## src/rtl/minimig_autoconfig_pkg.sv

```systemverilog
// Shared definitions for the autoconfig responder: chain slot indices,
// config-register byte offsets, default Zorro III mask and the FSM state type.
package minimig_autoconfig_pkg;

    // Number of chain slots and which of them are Zorro III boards.
    localparam int         NBOARDS_DEF = 6;
    localparam logic [5:0] Z3_MASK_DEF = 6'b011110;

    // Chain order: slot i serves ROM nibbles from base i*0x40.
    localparam logic [2:0] SLOT_Z2RAM  = 3'd0;
    localparam logic [2:0] SLOT_Z3RAM  = 3'd1;
    localparam logic [2:0] SLOT_Z3RAM2 = 3'd2;
    localparam logic [2:0] SLOT_Z3RAM3 = 3'd3;
    localparam logic [2:0] SLOT_ETH    = 3'd4;
    localparam logic [2:0] SLOT_SND    = 3'd5;

    // Config-space byte offsets that have write side effects.
    localparam logic [7:0] OFF_Z3_BASE = 8'h44;  // Z3 base, full 16-bit word
    localparam logic [7:0] OFF_Z2_BASE = 8'h48;  // Z2 base high nibble, configures
    localparam logic [7:0] OFF_Z2_LOW  = 8'h4A;  // Z2 base low nibble, latched only
    localparam logic [7:0] OFF_SHUTUP  = 8'h4C;  // board declines configuration

    // Responder states.
    typedef enum logic [2:0] {
        ST_SCAN = 3'd0,  // find next enabled slot
        ST_IDLE = 3'd1,  // serving the current slot
        ST_RD1  = 3'd2,  // ROM registering the address
        ST_RD2  = 3'd3,  // ROM output valid
        ST_HOLD = 3'd4,  // waiting for the master to drop cpu_req
        ST_DONE = 3'd5   // chain exhausted, config space reads as empty
    } state_t;

    // Zorro II base word: A23..A16 in the low byte, upper byte unused.
    function automatic logic [15:0] z2_base_word(input logic [3:0] hi,
                                                 input logic [3:0] lo);
        return {8'h00, hi, lo};
    endfunction

endpackage

```

## src/rtl/minimig_autoconfig_ctrl.sv

```systemverilog
// Autoconfig responder: walks the board chain, serves ROM nibbles for the
// current slot, latches the base the OS assigns and advances on configure or
// shut-up. The nibble ROM sits beside this block and is fed by rom_addr.
//
// Bus handshake: the master raises cpu_req with cpu_rw/cpu_addr/cpu_wdata
// stable and keeps all of them held until it sees the one-cycle cpu_ack
// pulse; it must then drop cpu_req, and a new request is accepted no earlier
// than one cycle after the drop. cpu_rdata is valid in the cpu_ack cycle.
module minimig_autoconfig_ctrl
    import minimig_autoconfig_pkg::*;
#(
    parameter int                 NBOARDS = NBOARDS_DEF,
    parameter logic [NBOARDS-1:0] Z3_MASK = Z3_MASK_DEF
) (
    input  logic                   clk,
    input  logic                   reset_n,
    input  logic [NBOARDS-1:0]     board_en,
    input  logic                   cpu_req,
    input  logic                   cpu_rw,
    input  logic [6:0]             cpu_addr,
    input  logic [15:0]            cpu_wdata,
    output logic [15:0]            cpu_rdata,
    output logic                   cpu_ack,
    output logic [8:0]             rom_addr,
    input  logic [3:0]             rom_q,
    output logic [16*NBOARDS-1:0]  base_addr,
    output logic [NBOARDS-1:0]     cfg_valid,
    output logic                   config_done,
    output logic [2:0]             cur_board,
    output state_t                 dbg_state
);

    localparam logic [2:0] LAST_SLOT = 3'(NBOARDS - 1);

    state_t     state;
    logic [2:0] cur;
    logic [3:0] low_latch;   // Z2 base low nibble written at 0x4A
    logic       adv_pend;    // current slot configured or shut up, advance in HOLD

    logic       is_z3;
    logic       is_last;
    logic [7:0] wr_off;

    // Decode helpers for the current slot and access offset.
    always_comb begin
        is_z3   = Z3_MASK[cur];
        is_last = (cur == LAST_SLOT);
        wr_off  = {cpu_addr, 1'b0};
    end

    // ROM address is combinational; cpu_addr is held with cpu_req so it is
    // stable while the ROM pipeline runs.
    assign rom_addr  = {cur, cpu_addr[6:1]};
    assign cur_board = cur;
    assign dbg_state = state;

    // Responder FSM with all outputs registered.
    always_ff @(posedge clk or negedge reset_n) begin
        if (!reset_n) begin
            state       <= ST_SCAN;
            cur         <= 3'd0;
            cpu_ack     <= 1'b0;
            cpu_rdata   <= 16'hFFFF;
            base_addr   <= '0;
            cfg_valid   <= '0;
            config_done <= 1'b0;
            low_latch   <= 4'h0;
            adv_pend    <= 1'b0;
        end else begin
            cpu_ack <= 1'b0;

            case (state)
                ST_SCAN: begin
                    // One slot per cycle; cpu_req is ignored until a slot is found.
                    if (board_en[cur]) begin
                        state <= ST_IDLE;
                    end else if (is_last) begin
                        state       <= ST_DONE;
                        config_done <= 1'b1;
                    end else begin
                        cur <= cur + 3'd1;
                    end
                end

                ST_IDLE: begin
                    if (cpu_req) begin
                        if (cpu_rw) begin
                            state <= ST_RD1;
                        end else begin
                            // Writes take effect and ack on the sampling edge.
                            cpu_ack <= 1'b1;
                            state   <= ST_HOLD;
                            case (wr_off)
                                OFF_Z2_LOW: begin
                                    if (!is_z3) low_latch <= cpu_wdata[15:12];
                                end
                                OFF_Z2_BASE: begin
                                    if (!is_z3) begin
                                        for (int i = 0; i < NBOARDS; i++) begin
                                            if (cur == 3'(i))
                                                base_addr[16*i +: 16] <=
                                                    z2_base_word(cpu_wdata[15:12], low_latch);
                                        end
                                        cfg_valid[cur] <= 1'b1;
                                        adv_pend       <= 1'b1;
                                    end
                                end
                                OFF_Z3_BASE: begin
                                    if (is_z3) begin
                                        for (int i = 0; i < NBOARDS; i++) begin
                                            if (cur == 3'(i))
                                                base_addr[16*i +: 16] <= cpu_wdata;
                                        end
                                        cfg_valid[cur] <= 1'b1;
                                        adv_pend       <= 1'b1;
                                    end
                                end
                                OFF_SHUTUP: begin
                                    adv_pend <= 1'b1;
                                end
                                default: ;
                            endcase
                        end
                    end
                end

                ST_RD1: begin
                    state <= ST_RD2;
                end

                ST_RD2: begin
                    // ROM nibble is passed through; an exhausted chain reads as all ones.
                    cpu_rdata <= config_done ? 16'hFFFF : {rom_q, 12'hFFF};
                    cpu_ack   <= 1'b1;
                    state     <= ST_HOLD;
                end

                ST_HOLD: begin
                    if (!cpu_req) begin
                        if (adv_pend) begin
                            adv_pend <= 1'b0;
                            if (is_last) begin
                                state       <= ST_DONE;
                                config_done <= 1'b1;
                            end else begin
                                cur   <= cur + 3'd1;
                                state <= ST_SCAN;
                            end
                        end else begin
                            state <= config_done ? ST_DONE : ST_IDLE;
                        end
                    end
                end

                ST_DONE: begin
                    // Reads still take the ROM path timing; writes are acked only.
                    if (cpu_req) begin
                        if (cpu_rw) begin
                            state <= ST_RD1;
                        end else begin
                            cpu_ack <= 1'b1;
                            state   <= ST_HOLD;
                        end
                    end
                end

                default: begin
                    state <= ST_SCAN;
                end
            endcase
        end
    end

endmodule

```

## config.mk

```make
export PLATFORM = sky130hd
export DESIGN_NAME = minimig_autoconfig_ctrl
export DESIGN_NICKNAME = d
export VERILOG_FILES = /design/src/rtl/minimig_autoconfig_pkg.sv /design/src/rtl/minimig_autoconfig_ctrl.sv
export SDC_FILE = /design/constraint.sdc
export NUM_CORES = 1
export LEC_CHECK = 0
export ABC_AREA = 1
export BUFFER_PORTS_ARGS = -buffer_cell sky130_fd_sc_hd__buf_2
export CORE_MARGIN = 4
export CORE_UTILIZATION = 47
export CTS_CLUSTER_DIAMETER = 200
export DETAILED_ROUTE_END_ITERATION = 6
export GPL_TIMING_DRIVEN = 0
export PLACE_DENSITY_LB_ADDON = 0.1
export SLEW_MARGIN = 15
export SYNTH_ARGS = -nofsm -noshare
export SYNTH_HDL_FRONTEND = slang
export SYNTH_SLANG_ARGS = --single-unit
```

## constraint.sdc

```tcl
create_clock -name clk -period 1.9 [get_ports clk]
set_input_delay 0.095 -clock clk [delete_from_list [all_inputs] [get_ports clk]]
set_output_delay 0.095 -clock clk [all_outputs]
set_load 0.03 [all_outputs]
```

==> results of run 1 <==
## cells by family (layout without fill, tap and decap cells)
logic type	after synthesis	in the layout	share of synthesized area, %
AO/OA/AOI/OAI	23	23	2.149
other	1	12	0.06441
AND/OR/NAND/NOR	458	458	36.13
adder cells (fa/ha/maj)	6	6	1.289
flip-flops	119	119	51.24
buffers and inverters	82	290	9.134
## worst register-to-register path: stages (launching register included)
cell,delay [ns]
sky130_fd_sc_hd__dfrtp_2,0.41
sky130_fd_sc_hd__buf_6,0.13
sky130_fd_sc_hd__inv_8,0.08
sky130_fd_sc_hd__ha_4,0.14
sky130_fd_sc_hd__o21ai_4,0.06
sky130_fd_sc_hd__nand3_1,0.12
sky130_fd_sc_hd__nand2_2,0.08
sky130_fd_sc_hd__nor2_4,0.16
sky130_fd_sc_hd__buf_12,0.12
sky130_fd_sc_hd__buf_12,0.13
sky130_fd_sc_hd__buf_4,0.20
sky130_fd_sc_hd__nand3_1,0.10
sky130_fd_sc_hd__nand2_1,0.10
## synth_stat cells (8+ instances only)
library cell / count / area share [%]
sky130_fd_sc_hd__nor2_1: 27 / 1.7
sky130_fd_sc_hd__nand2_1: 273 / 18
sky130_fd_sc_hd__nor3_1: 8 / 0.69
sky130_fd_sc_hd__buf_4: 33 / 4.3
sky130_fd_sc_hd__buf_6: 12 / 2.3
sky130_fd_sc_hd__nand3_1: 124 / 11
sky130_fd_sc_hd__o21ai_0: 15 / 1.3
sky130_fd_sc_hd__inv_1: 28 / 1.8
sky130_fd_sc_hd__dfrtp_1: 115 / 49
## state kept, by name, summed over array words and instances (netlist names)
register / cells
dbg_state: 3
adv_pend: 1
cur_board: 3
base_addr: 96
config_done: 1
cpu_ack: 1
cfg_valid: 6
cpu_rdata: 4
low_latch: 4
## power groups by stage
stage	Clock (mW)	Sequential, mW	Combinational (mW)
after global routing	3.23	2.94	2.77
after detailed placement	0	2.96	2.21
after floorplan	0	3.26	1.30
after CTS	3.09	2.91	2.46
after global placement	0	2.96	2.16
final	3.07	2.92	2.52
## worst paths after layout
kind                                from       endpoint  slack [ns]  depth (start not counted)
max                         cur_board[0]  base_addr[85]      -0.002                         12
min                        cpu_wdata[15]   low_latch[3]        0.01                          3
max reg2reg                 cur_board[0]  base_addr[85]      -0.002                         12
min reg2reg                base_addr[10]  base_addr[10]        0.46                          2
max in group asynchronous        reset_n  cpu_rdata[13]        1.00                          3
min in group asynchronous        reset_n  base_addr[90]        0.14                          2
## layout make-up
class / count / area [sq um] / area share, %
clock buffer: 23 / 457.9 / 5.903
clock inverter: 9 / 101.3 / 1.306
tap: 168 / 210.2 / 2.710
inverter: 30 / 122.6 / 1.581
multi-input combinational: 499 / 2412 / 31.10
sequential: 119 / 2987 / 38.50
buffer: 52 / 457.9 / 5.903
timing repair buffer: 176 / 1008 / 13.00
## per-layer routing
metal	global-route usage [%]	share of wire, %	vias up
met5	0	0	-
met4	11.38	3.3	0
met3	5.745	6.2	46
met2	38.47	49	220
met1	28.85	42	2498
li1	-	-	2587
## metrics by stage
step	power, mW	worst slack [ns]
floorplan	4.556	0.01258
global placement	5.122	-0.8821
detailed placement	5.173	-0.2097
CTS	8.457	0.004958
global route	8.935	-0.08808
finish	8.509	-0.001886
## repair_timing
item,CTS,global route
hold endpoints to repair,96,0
gates resized for setup,6,19
cloned,1,2
setup buffers,6,1
setup endpoints to repair,90,98
hold buffers,6,0
pin swaps,1,3
==> insert_results.sql, run 1 <==
INSERT INTO impl_metrics (metric_group, metric, value, unit) VALUES
('status', 'outcome', 'finished, violations left', ''),
('status', 'violations', 'setup timing', ''),
('clocking', 'latest_clock_arrival_within_the_worst_skew_pair', '0.41', 'ns'),
('critical_path', 'crit_path_max_fanout', '11', ''),
('synthesis', 'yosysWarningCount', '0', ''),
('die', 'placeable_core_area', '12060', 'sq um'),
('finish', 'layout.core_utilization', '64.32', '%'),
('finish', 'fin_cells', '1076', ''),
('detailed_routing', 'route.detailed.drc', '0', ''),
('placement', 'place_hpwl', '11730', 'um'),
('synthesis', 'ys_dominant_reg_cell', 'sky130_fd_sc_hd__dfrtp_1', ''),
('critical_path', 'critical_path_arrival', '2.24', 'ns'),
('grt', 'grt_first_pass_wirelength', '26510', 'um'),
('job', 'drv_cap', '0', ''),
('synthesis', 'post_synthesis_cell_area', '5822', 'sq um'),
('synthesis', 'synth_cells', '689', ''),
('synthesis', 'synth_cell_type_count', '33', ''),
('detailed_routing', 'avg_vias_per_cell', '4.973', ''),
('detailed_routing', 'drt.antenna.violating_nets', '0', ''),
('die', 'die_outline_width', '119.3', 'um'),
('finish', 'syn2layout_area_growth', '33.25', '%'),
('min_path', 'hold_path.class', 'primary input to flip-flop', ''),
('timing', 'layout_min_cycle_time', '1.902', 'ns'),
('clocking', 'cts_inserted_buffers', '17', ''),
('pwr', 'pwr-share-seq', '34.3', '%'),
('finish', 'drive_gt1_share', '31.39', '%'),
('pwr', 'internal-power', '5.586', 'mW'),
('clocking', 'cts.htree.levels', '4', ''),
('critical_path', 'setup.worst_path.start_class', 'flip-flop', ''),
('detailed_routing', 'drt_wl_total', '16430', 'um'),
('timing', 'final_report_max_slew_violation_count', '0', ''),
('critical_path', 'path_delay_family', 'buffers and inverters', ''),
('placement', 'placed_cells_incl_taps', '1028', ''),
('timing', 'setup_violations', '1', ''),
('placement', 'port-buffer-count', '159', ''),
('timing', 'fin_ws', '-0.001886', 'ns'),
('timing', 'tightest_slew', '0.9323', 'ns'),
('synthesis', 'syn_area_per_cell', '8.450', 'sq um'),
('pwr', 'irDropWorstVdd', '0.0007850', 'V'),
('placement', 'routabilityCongestion', '0.8889', ''),
('detailed_routing', 'drtPass1Iterations', '5', ''),
('pwr', 'leakage', '4.583', 'nW'),
('finish', 'most-common-layout-cells', 'sky130_fd_sc_hd__nand2_1 (271), sky130_fd_sc_hd__buf_2 (163), sky130_fd_sc_hd__nand3_1 (122)', ''),
('timing', 'grt_setup_unrepaired', 'true', ''),
('finish', 'design.final.nets', '938', ''),
('pwr', 'power.net_switching', '2.923', 'mW'),
('critical_path', 'critical_path_class', 'flip-flop to flip-flop', ''),
('pwr', 'comb_power_share', '29.7', '%'),
('die', 'rows', '40', ''),
('die', 'die_y', '119.3', 'um'),
('synthesis', 'synth_async_reset_ratio', '100.0', '%'),
('detailed_routing', 'routed_wire_length_per_instance', '15.27', 'um'),
('die', 'io_pins', '172', ''),
('critical_path', 'endpoint_kind', 'flip-flop', ''),
('synthesis', 'postSynthRegisterBits', '119', ''),
('clocking', 'clkTransAtPathRegs', '0.05', 'ns'),
('pwr', 'clock_power_share', '36.0', '%'),
('grt', 'grt.total_usage', '23.40', '%'),
('die', 'floorplan.die_area', '14230', 'sq um'),
('timing', 'slew_headroom', '37.85', '%'),
('die', 'floorplan.initialDensity', '48.27', '%'),
('grt', 'global_route.overflow_total', '0', ''),
('pwr', 'power.switching_fraction', '34.35', '%'),
('critical_path', 'timing.critical_path.buf_inv', '5', ''),
('timing', 'final.setup.tns', '-0.001886', 'ns'),
('clocking', 'tritoncts', 'built', ''),
('critical_path', 'worst_ep_required_time', '2.24', 'ns'),
('timing', 'clock-skew-final', '0.007670', 'ns'),
('grt', 'vias_in_the_first_global_route', '5334', ''),
('synthesis', 'ys_seq_area_share', '51.24', '%'),
('finish', 'fillers', '1058', '');
(Power assumes the default switching activity.)
==> inputs of run 2 (changes only) <==
--- a/config.mk
+++ b/config.mk
@@ -12,8 +12,8 @@
 export CTS_CLUSTER_DIAMETER = 200
 export DETAILED_ROUTE_END_ITERATION = 6
 export GPL_TIMING_DRIVEN = 0
-export PLACE_DENSITY_LB_ADDON = 0.1
-export SLEW_MARGIN = 15
+export PLACE_DENSITY = 0.77
+export SLEW_MARGIN = 20
 export SYNTH_ARGS = -nofsm -noshare
 export SYNTH_HDL_FRONTEND = slang
 export SYNTH_SLANG_ARGS = --single-unit
==> run 2 against run 1 <==
  * The run ends with DRC, setup timing left
  * Final area is 8.6% higher
  * Setup slack worse by 0.032 ns
  * Critical path depth is 1 higher
  * Final cell count is 2.3% higher
  * Critical path type unchanged
  * Critical endpoint is now base_addr[77]
==> insert_results.sql, run 2 (synthesis results as in run 1) <==
INSERT INTO impl_metrics (metric_group, metric, value, unit) VALUES
('grt', 'grt_antenna_before_repair', '0', ''),
('status', 'outcome', 'finished, violations left', ''),
('critical_path', 'rrSetupSlack', '-0.03', 'ns'),
('min_path', 'hold_end', 'low_latch[3]', ''),
('status', 'violations', 'DRC, setup timing', ''),
('finish', 'design.final.nets', '963', ''),
('die', 'floorplan.die_area', '14230', 'sq um'),
('grt', 'grt.total_usage', '22.91', '%'),
('finish', 'seqCellArea', '2985', 'sq um'),
('finish', 'multi_input_comb_area', '2635', 'sq um'),
('placement', 'port-buffer-count', '159', ''),
('grt', 'vias_in_the_first_global_route', '5070', ''),
('grt', 'global_route.overflow_total', '0', ''),
('finish', 'syn2layout_area_growth', '44.77', '%'),
('timing', 'layout_min_cycle_time', '1.934', 'ns'),
('critical_path', 'critical_path_class', 'flip-flop to flip-flop', ''),
('critical_path', 'critical-path-slowest-cell', 'sky130_fd_sc_hd__dfrtp_2', ''),
('critical_path', 'path_delay_family', 'buffers and inverters', ''),
('detailed_routing', 'vias', '5714', ''),
('critical_path', 'endpoint_kind', 'flip-flop', ''),
('timing', 'timing.final.hold_violations', '0', ''),
('critical_path', 'critical-path-top-cell-by-count', 'sky130_fd_sc_hd__buf_6', ''),
('detailed_routing', 'drt_wl_total', '18010', 'um'),
('critical_path', 'setup.worst_path.start_class', 'flip-flop', ''),
('pwr', 'leakage', '4.736', 'nW'),
('finish', 'drive_gt1_share', '38.05', '%'),
('detailed_routing', 'initialDrtViolationCount', '494', ''),
('clocking', 'cts-root-buf', 'sky130_fd_sc_hd__clkbuf_16', ''),
('die', 'die_y', '119.3', 'um'),
('clocking', 'clock_sinks', '119', ''),
('critical_path', 'timing.critical_path.slowest_cell_delay', '0.38', 'ns'),
('timing', 'fmax', '0.5171', 'GHz'),
('finish', 'fillers', '921', ''),
('timing', 'grt_setup_unrepaired', 'true', ''),
('clocking', 'latest_clock_arrival_within_the_worst_skew_pair', '0.42', 'ns'),
('die', 'rows', '40', ''),
('die', 'die_outline_width', '119.3', 'um'),
('finish', 'most-common-layout-cells', 'sky130_fd_sc_hd__nand2_1 (257), sky130_fd_sc_hd__buf_2 (163), sky130_fd_sc_hd__dfrtp_1 (113)', ''),
('critical_path', 'crit_path_max_fanout', '10', ''),
('detailed_routing', 'route.detailed.drc', '3', ''),
('grt', 'grt_first_pass_wirelength', '25560', 'um'),
('placement', 'place_hpwl', '11450', 'um'),
('min_path', 'holdPathStages', '3', ''),
('clocking', 'cts_max_path_buffers', '2', ''),
('timing', 'fin_ws', '-0.03386', 'ns'),
('pwr', 'irDropWorstVdd', '0.001089', 'V'),
('timing', 'setup_violations', '26', ''),
('placement', 'routabilityCongestion', '0.8399', ''),
('critical_path', 'worst_ep_required_time', '2.25', 'ns'),
('detailed_routing', 'drtPass1Iterations', '7', ''),
('timing', 'final_report_max_slew_violation_count', '0', ''),
('finish', 'largest_register_ff_count', '96', ''),
('die', 'floorplan.initialDensity', '48.27', '%'),
('timing', 'slew_headroom', '31.10', '%'),
('critical_path', 'r2r_end', 'base_addr[77]', ''),
('pwr', 'report.power.total', '9.365', 'mW'),
('job', 'drv_cap', '0', ''),
('critical_path', 'timing.critical_path.buf_inv', '6', ''),
('critical_path', 'critical_path_arrival', '2.28', 'ns'),
('critical_path', 'r2r-start', 'cur_board[0]', ''),
('clocking', 'tritoncts', 'built', ''),
('critical_path', 'worst_path_cell_trace', 'buf_6, clkinv_8, ha_4, o21ai_4, inv_2, nand3_2, nand2_2, nor2_4, buf_6, buf_12, buf_8, nand3_1, nand2_1', ''),
('critical_path', 'reg2regPathDepth', '13', ''),
('finish', 'final_common_cell', 'sky130_fd_sc_hd__nand2_1', ''),
('placement', 'pre_cts_ws', '-0.1877', 'ns'),
('clocking', 'cts_inserted_buffers', '17', ''),
('clocking', 'cts.htree.levels', '4', ''),
('grt', 'grt_max_degree', '75', ''),
('detailed_routing', 'avg_vias_per_cell', '5.190', ''),
('die', 'io_pins', '172', ''),
('min_path', 'hold_path.class', 'primary input to flip-flop', ''),
('timing', 'final.period_utilization', '101.8', '%'),
('finish', 'antenna_cells', '0', ''),
('finish', 'top_regs', 'base_addr (96), cfg_valid (6)', ''),
('pwr', 'power_per_cell_area', '1111', 'nW/um^2'),
('timing', 'clock-skew-final', '0.01118', 'ns'),
('min_path', 'min-delay-start', 'cpu_wdata[15]', ''),
('die', 'placeable_core_area', '12060', 'sq um'),
('clocking', 'clkTransAtPathRegs', '0.06', 'ns'),
('detailed_routing', 'routed_wire_length_per_instance', '16.35', 'um'),
('detailed_routing', 'drt.antenna.violating_nets', '0', ''),
('timing', 'tightest_slew', '1.034', 'ns'),
('finish', 'largest_register', 'base_addr', '');
run 2: worst register-to-register path: stages, from the launching register on:
cell	delay [ns]
sky130_fd_sc_hd__dfrtp_2	0.38
sky130_fd_sc_hd__buf_6	0.13
sky130_fd_sc_hd__clkinv_8	0.07
sky130_fd_sc_hd__ha_4	0.16
sky130_fd_sc_hd__o21ai_4	0.17
sky130_fd_sc_hd__inv_2	0.05
sky130_fd_sc_hd__nand3_2	0.07
sky130_fd_sc_hd__nand2_2	0.07
sky130_fd_sc_hd__nor2_4	0.15
sky130_fd_sc_hd__buf_6	0.13
sky130_fd_sc_hd__buf_12	0.15
sky130_fd_sc_hd__buf_8	0.14
sky130_fd_sc_hd__nand3_1	0.10
sky130_fd_sc_hd__nand2_1	0.10
run 2: worst max path at each step:
stage	from	to	slack, ns	depth (start not counted)
3_5_place_dp	cpu_addr[2]	base_addr[5]	-0.19	8
5_1_grt	cur_board[0]	base_addr[77]	-0.13	13
3_3_place_gp	reset_n	cur_board[1]	-0.95	1
2_1_floorplan	cur_board[0]	base_addr[10]	0.01	13
6_report	cur_board[0]	base_addr[77]	-0.03	13
4_1_cts	cur_board[0]	base_addr[83]	0.03	14
run 2: what timing repair did:
item                       in CTS  in global routing
buffers inserted                7                 18
setup endpoints to repair      90                 97
gates cloned                    1                 11
pin swaps                       2                 61
hold endpoints to repair       78                  0
hold buffers                    6                  0
gates resized for setup         3                 86
run 2: report_power, final:
| part | internal [mW] | switching [mW] |
|---|---|---|
| Clock | 2.06 | 1.23 |
| Combinational | 1.33 | 1.83 |
| Sequential | 2.74 | 0.174 |
| Total | 6.13 | 3.24 |
run 2: area by class of cell:
| class | count | share of cell area (%) |
|---|---|---|
| Tap cell | 168 | 2.494 |
| Multi-Input combinational cell | 500 | 31.26 |
| Sequential cell | 119 | 35.42 |
| Inverter | 30 | 1.514 |
| Buffer | 50 | 5.790 |
| Clock buffer | 17 | 5.048 |
| Clock inverter | 15 | 2.123 |
| Timing Repair Buffer | 202 | 16.35 |
run 2: per-stage QoR:
stage | std cells | TNS (ns) | util [%] | hold slack [ns] | instance area [sq um]
floorplan | 700 | 0 | - | -0.2006 | 5901
global placement | 1027 | -86.60 | 57.26 | 0.3531 | 6907
detailed placement | 1028 | -4.087 | 57.54 | 0.1588 | 6940
CTS | 1074 | 0 | 63.85 | 0.02424 | 7701
global route | 1101 | -5.989 | 69.88 | 0.04527 | 8428
finish | 1101 | -0.3717 | 69.88 | 0.02638 | 8428
run 2: routing by layer:
metal	up-vias	global-route usage, %	part of all wire (%)
met5	-	0	0
met4	0	8.447	2.3
met3	38	6.505	9.1
met2	310	36.91	50
met1	2708	29.50	39
li1	2658	-	-
==> inputs of run 3 (changes only) <==
--- a/config.mk
+++ b/config.mk
@@ -12,7 +12,7 @@
 export CTS_CLUSTER_DIAMETER = 200
 export DETAILED_ROUTE_END_ITERATION = 6
 export GPL_TIMING_DRIVEN = 0
-export PLACE_DENSITY = 0.77
+export PLACE_DENSITY = 0.74
 export SLEW_MARGIN = 20
 export SYNTH_ARGS = -nofsm -noshare
 export SYNTH_HDL_FRONTEND = slang
==> run 3 against run 2 <==
  * The flow finishes with violations (setup timing)
  * Hold slack worse by 0.014 ns
  * Non-clock buffer count decreased by 19
  * Clock power down 9.1%
  * Clock skew is 0.0023 ns lower
  * Critical path depth unchanged
  * Power shrank 9.9%
  * Critical path type unchanged
==> insert_results.sql, run 3 (synthesis results as in run 1) <==
INSERT INTO impl_metrics (metric_group, metric, value, unit) VALUES
('status', 'violations', 'setup timing', ''),
('clocking', 'cts_max_path_buffers', '2', ''),
('finish', 'layout.cell_area.non_filler', '7943', 'sq um'),
('die', 'die_outline_width', '119.3', 'um'),
('min_path', 'hold_path.class', 'primary input to flip-flop', ''),
('placement', 'pre_cts_ws', '-0.1044', 'ns'),
('clocking', 'tritoncts', 'built', ''),
('finish', 'most-common-layout-cells', 'sky130_fd_sc_hd__nand2_1 (248), sky130_fd_sc_hd__buf_2 (163), sky130_fd_sc_hd__nand3_1 (121)', ''),
('detailed_routing', 'vias', '5375', ''),
('finish', 'top_regs', 'base_addr (96), cfg_valid (6)', ''),
('timing', 'grt_setup_unrepaired', 'true', ''),
('pwr', 'irDropWorstVdd', '0.0009654', 'V'),
('pwr', 'leakage', '4.622', 'nW'),
('timing', 'final.period_utilization', '100.6', '%'),
('finish', 'fillers', '1038', ''),
('finish', 'antenna_cells', '0', ''),
('timing', 'slew_headroom', '41.93', '%'),
('job', 'drv_cap', '0', ''),
('die', 'placeable_core_area', '12060', 'sq um'),
('detailed_routing', 'initialDrtViolationCount', '504', ''),
('detailed_routing', 'drt.antenna.violating_nets', '0', ''),
('finish', 'design.final.nets', '943', ''),
('grt', 'grt_first_pass_wirelength', '25610', 'um'),
('grt', 'vias_in_the_first_global_route', '5115', ''),
('timing', 'timing.final.hold_violations', '0', ''),
('timing', 'fin_ws', '-0.01177', 'ns'),
('critical_path', 'crit_path_max_fanout', '11', ''),
('pwr', 'power_per_cell_area', '1062', 'nW/um^2'),
('finish', 'largest_register_ff_count', '96', ''),
('critical_path', 'endpoint_kind', 'flip-flop', ''),
('grt', 'grt_antenna_before_repair', '0', ''),
('grt', 'global_route.overflow_total', '0', ''),
('finish', 'syn2layout_area_growth', '36.43', '%'),
('clocking', 'cts-root-buf', 'sky130_fd_sc_hd__clkbuf_16', ''),
('grt', 'grt.total_usage', '22.87', '%'),
('die', 'die_y', '119.3', 'um'),
('timing', 'fmax', '0.5231', 'GHz'),
('placement', 'routabilityCongestion', '0.8729', ''),
('clocking', 'latest_clock_arrival_within_the_worst_skew_pair', '0.42', 'ns'),
('finish', 'drive_gt1_share', '34.83', '%'),
('die', 'rows', '40', ''),
('clocking', 'cts_inserted_buffers', '17', ''),
('placement', 'port-buffer-count', '159', ''),
('clocking', 'clkTransAtPathRegs', '0.06', 'ns'),
('finish', 'largest_register', 'base_addr', ''),
('finish', 'final_common_cell', 'sky130_fd_sc_hd__nand2_1', ''),
('status', 'outcome', 'finished, violations left', ''),
('timing', 'clock-skew-final', '0.008892', 'ns'),
('detailed_routing', 'drt_wl_total', '16500', 'um'),
('critical_path', 'critical_path_class', 'flip-flop to flip-flop', ''),
('placement', 'placed_cell_area', '6940', 'sq um'),
('detailed_routing', 'route.detailed.drc', '0', ''),
('detailed_routing', 'drtPass1Iterations', '5', ''),
('clocking', 'clock_sinks', '119', ''),
('clocking', 'cts.htree.levels', '4', ''),
('die', 'floorplan.initialDensity', '48.27', '%'),
('timing', 'final_hold_slack', '0.01219', 'ns'),
('timing', 'tightest_slew', '0.8710', 'ns'),
('critical_path', 'setup.worst_path.start_class', 'flip-flop', ''),
('grt', 'grt_max_degree', '75', ''),
('critical_path', 'worst_ep_required_time', '2.20', 'ns'),
('placement', 'place_hpwl', '11260', 'um'),
('timing', 'final_report_max_slew_violation_count', '0', ''),
('detailed_routing', 'avg_vias_per_cell', '4.972', ''),
('detailed_routing', 'routed_wire_length_per_instance', '15.26', 'um'),
('die', 'io_pins', '172', ''),
('timing', 'layout_min_cycle_time', '1.912', 'ns'),
('timing', 'setup_violations', '1', ''),
('die', 'floorplan.die_area', '14230', 'sq um'),
('critical_path', 'critical_path_arrival', '2.21', 'ns');
[run 3: cell types whose count changed in the layout (fill, tap and decap cells not counted), sizes merged]
cell	delta
clkbuf	-6
bufinv	-2
clkinv	+1
nand2	-1
buf	-13
inv	+2
clkinvlp	-1
[run 3: metrics by stage]
step                      TNS (ns)  util, %  power (mW)  cells
after CTS                 -0.02477    63.53       8.340   1071
after global routing        -4.421    65.85       8.874   1081
after floorplan                  0        -       4.556    700
final                     -0.01177    65.85       8.437   1081
after detailed placement    -2.735    57.54       5.154   1028
after global placement      -87.49    57.26       5.127   1027
[run 3: metal layers]
metal / GRT usage (%) / up-vias / share of wire (%)
li1: - / 2618 / -
met1: 28.29 / 2488 / 41
met2: 37.41 / 231 / 48
met3: 7.550 / 38 / 8.5
met4: 8.375 / 0 / 2.6
met5: 0 / - / 0
[run 3: critical path, stage by stage, from the launching register on]
cell and delay (ns):
sky130_fd_sc_hd__dfrtp_2 0.37, sky130_fd_sc_hd__buf_6 0.12, sky130_fd_sc_hd__inv_8 0.05, sky130_fd_sc_hd__ha_4 0.15
sky130_fd_sc_hd__o21ai_4 0.14, sky130_fd_sc_hd__inv_2 0.05, sky130_fd_sc_hd__nand3_2 0.07, sky130_fd_sc_hd__nand2_2 0.06
sky130_fd_sc_hd__nor2_4 0.21, sky130_fd_sc_hd__buf_12 0.19, sky130_fd_sc_hd__nand2_4 0.09, sky130_fd_sc_hd__buf_6 0.15
sky130_fd_sc_hd__nand2_1 0.07, sky130_fd_sc_hd__nand2_1 0.06
[run 3: path summary, 6_finish.rpt]
kind / start / end / slack (ns) / cells after the start
min in group asynchronous: reset_n / base_addr[73] / 0.19 / 2
hold reg to reg: cfg_valid[4] / cfg_valid[4] / 0.46 / 2
hold / removal: cpu_wdata[13] / low_latch[1] / 0.01 / 3
setup reg to reg: cur_board[0] / base_addr[15] / -0.01 / 13
setup / recovery: cur_board[0] / base_addr[15] / -0.01 / 13
max in group asynchronous: reset_n / cur_board[0] / 0.99 / 3
[run 3: cell type report]
type | instances | area [sq um] | share of cell area (%)
plain buffers | 52 | 488.0 | 6.144
clock buffers | 17 | 425.4 | 5.356
clock inverters | 15 | 130.1 | 1.638
inverters | 30 | 122.6 | 1.544
multi-input cells | 499 | 2494 | 31.40
flip-flops and latches | 119 | 2985 | 37.59
well taps | 168 | 210.2 | 2.647
repair buffers | 181 | 1087 | 13.69
[run 3: report_power, final]
part / switching (mW) / internal (mW)
Clock: 1.20 / 1.79
Sequential: 0.181 / 2.74
Combinational: 1.62 / 0.901
Total: 3.00 / 5.44
[run 3: repair_timing]
item / 4_1_cts / 5_1_grt
gates cloned: 1 / 3
setup buffers: 4 / 8
hold endpoints to repair: 50 / 0
pin swaps: 2 / 6
endpoints found under the setup margin: 88 / 94
hold buffers: 6 / 0
resized for setup: 10 / 45
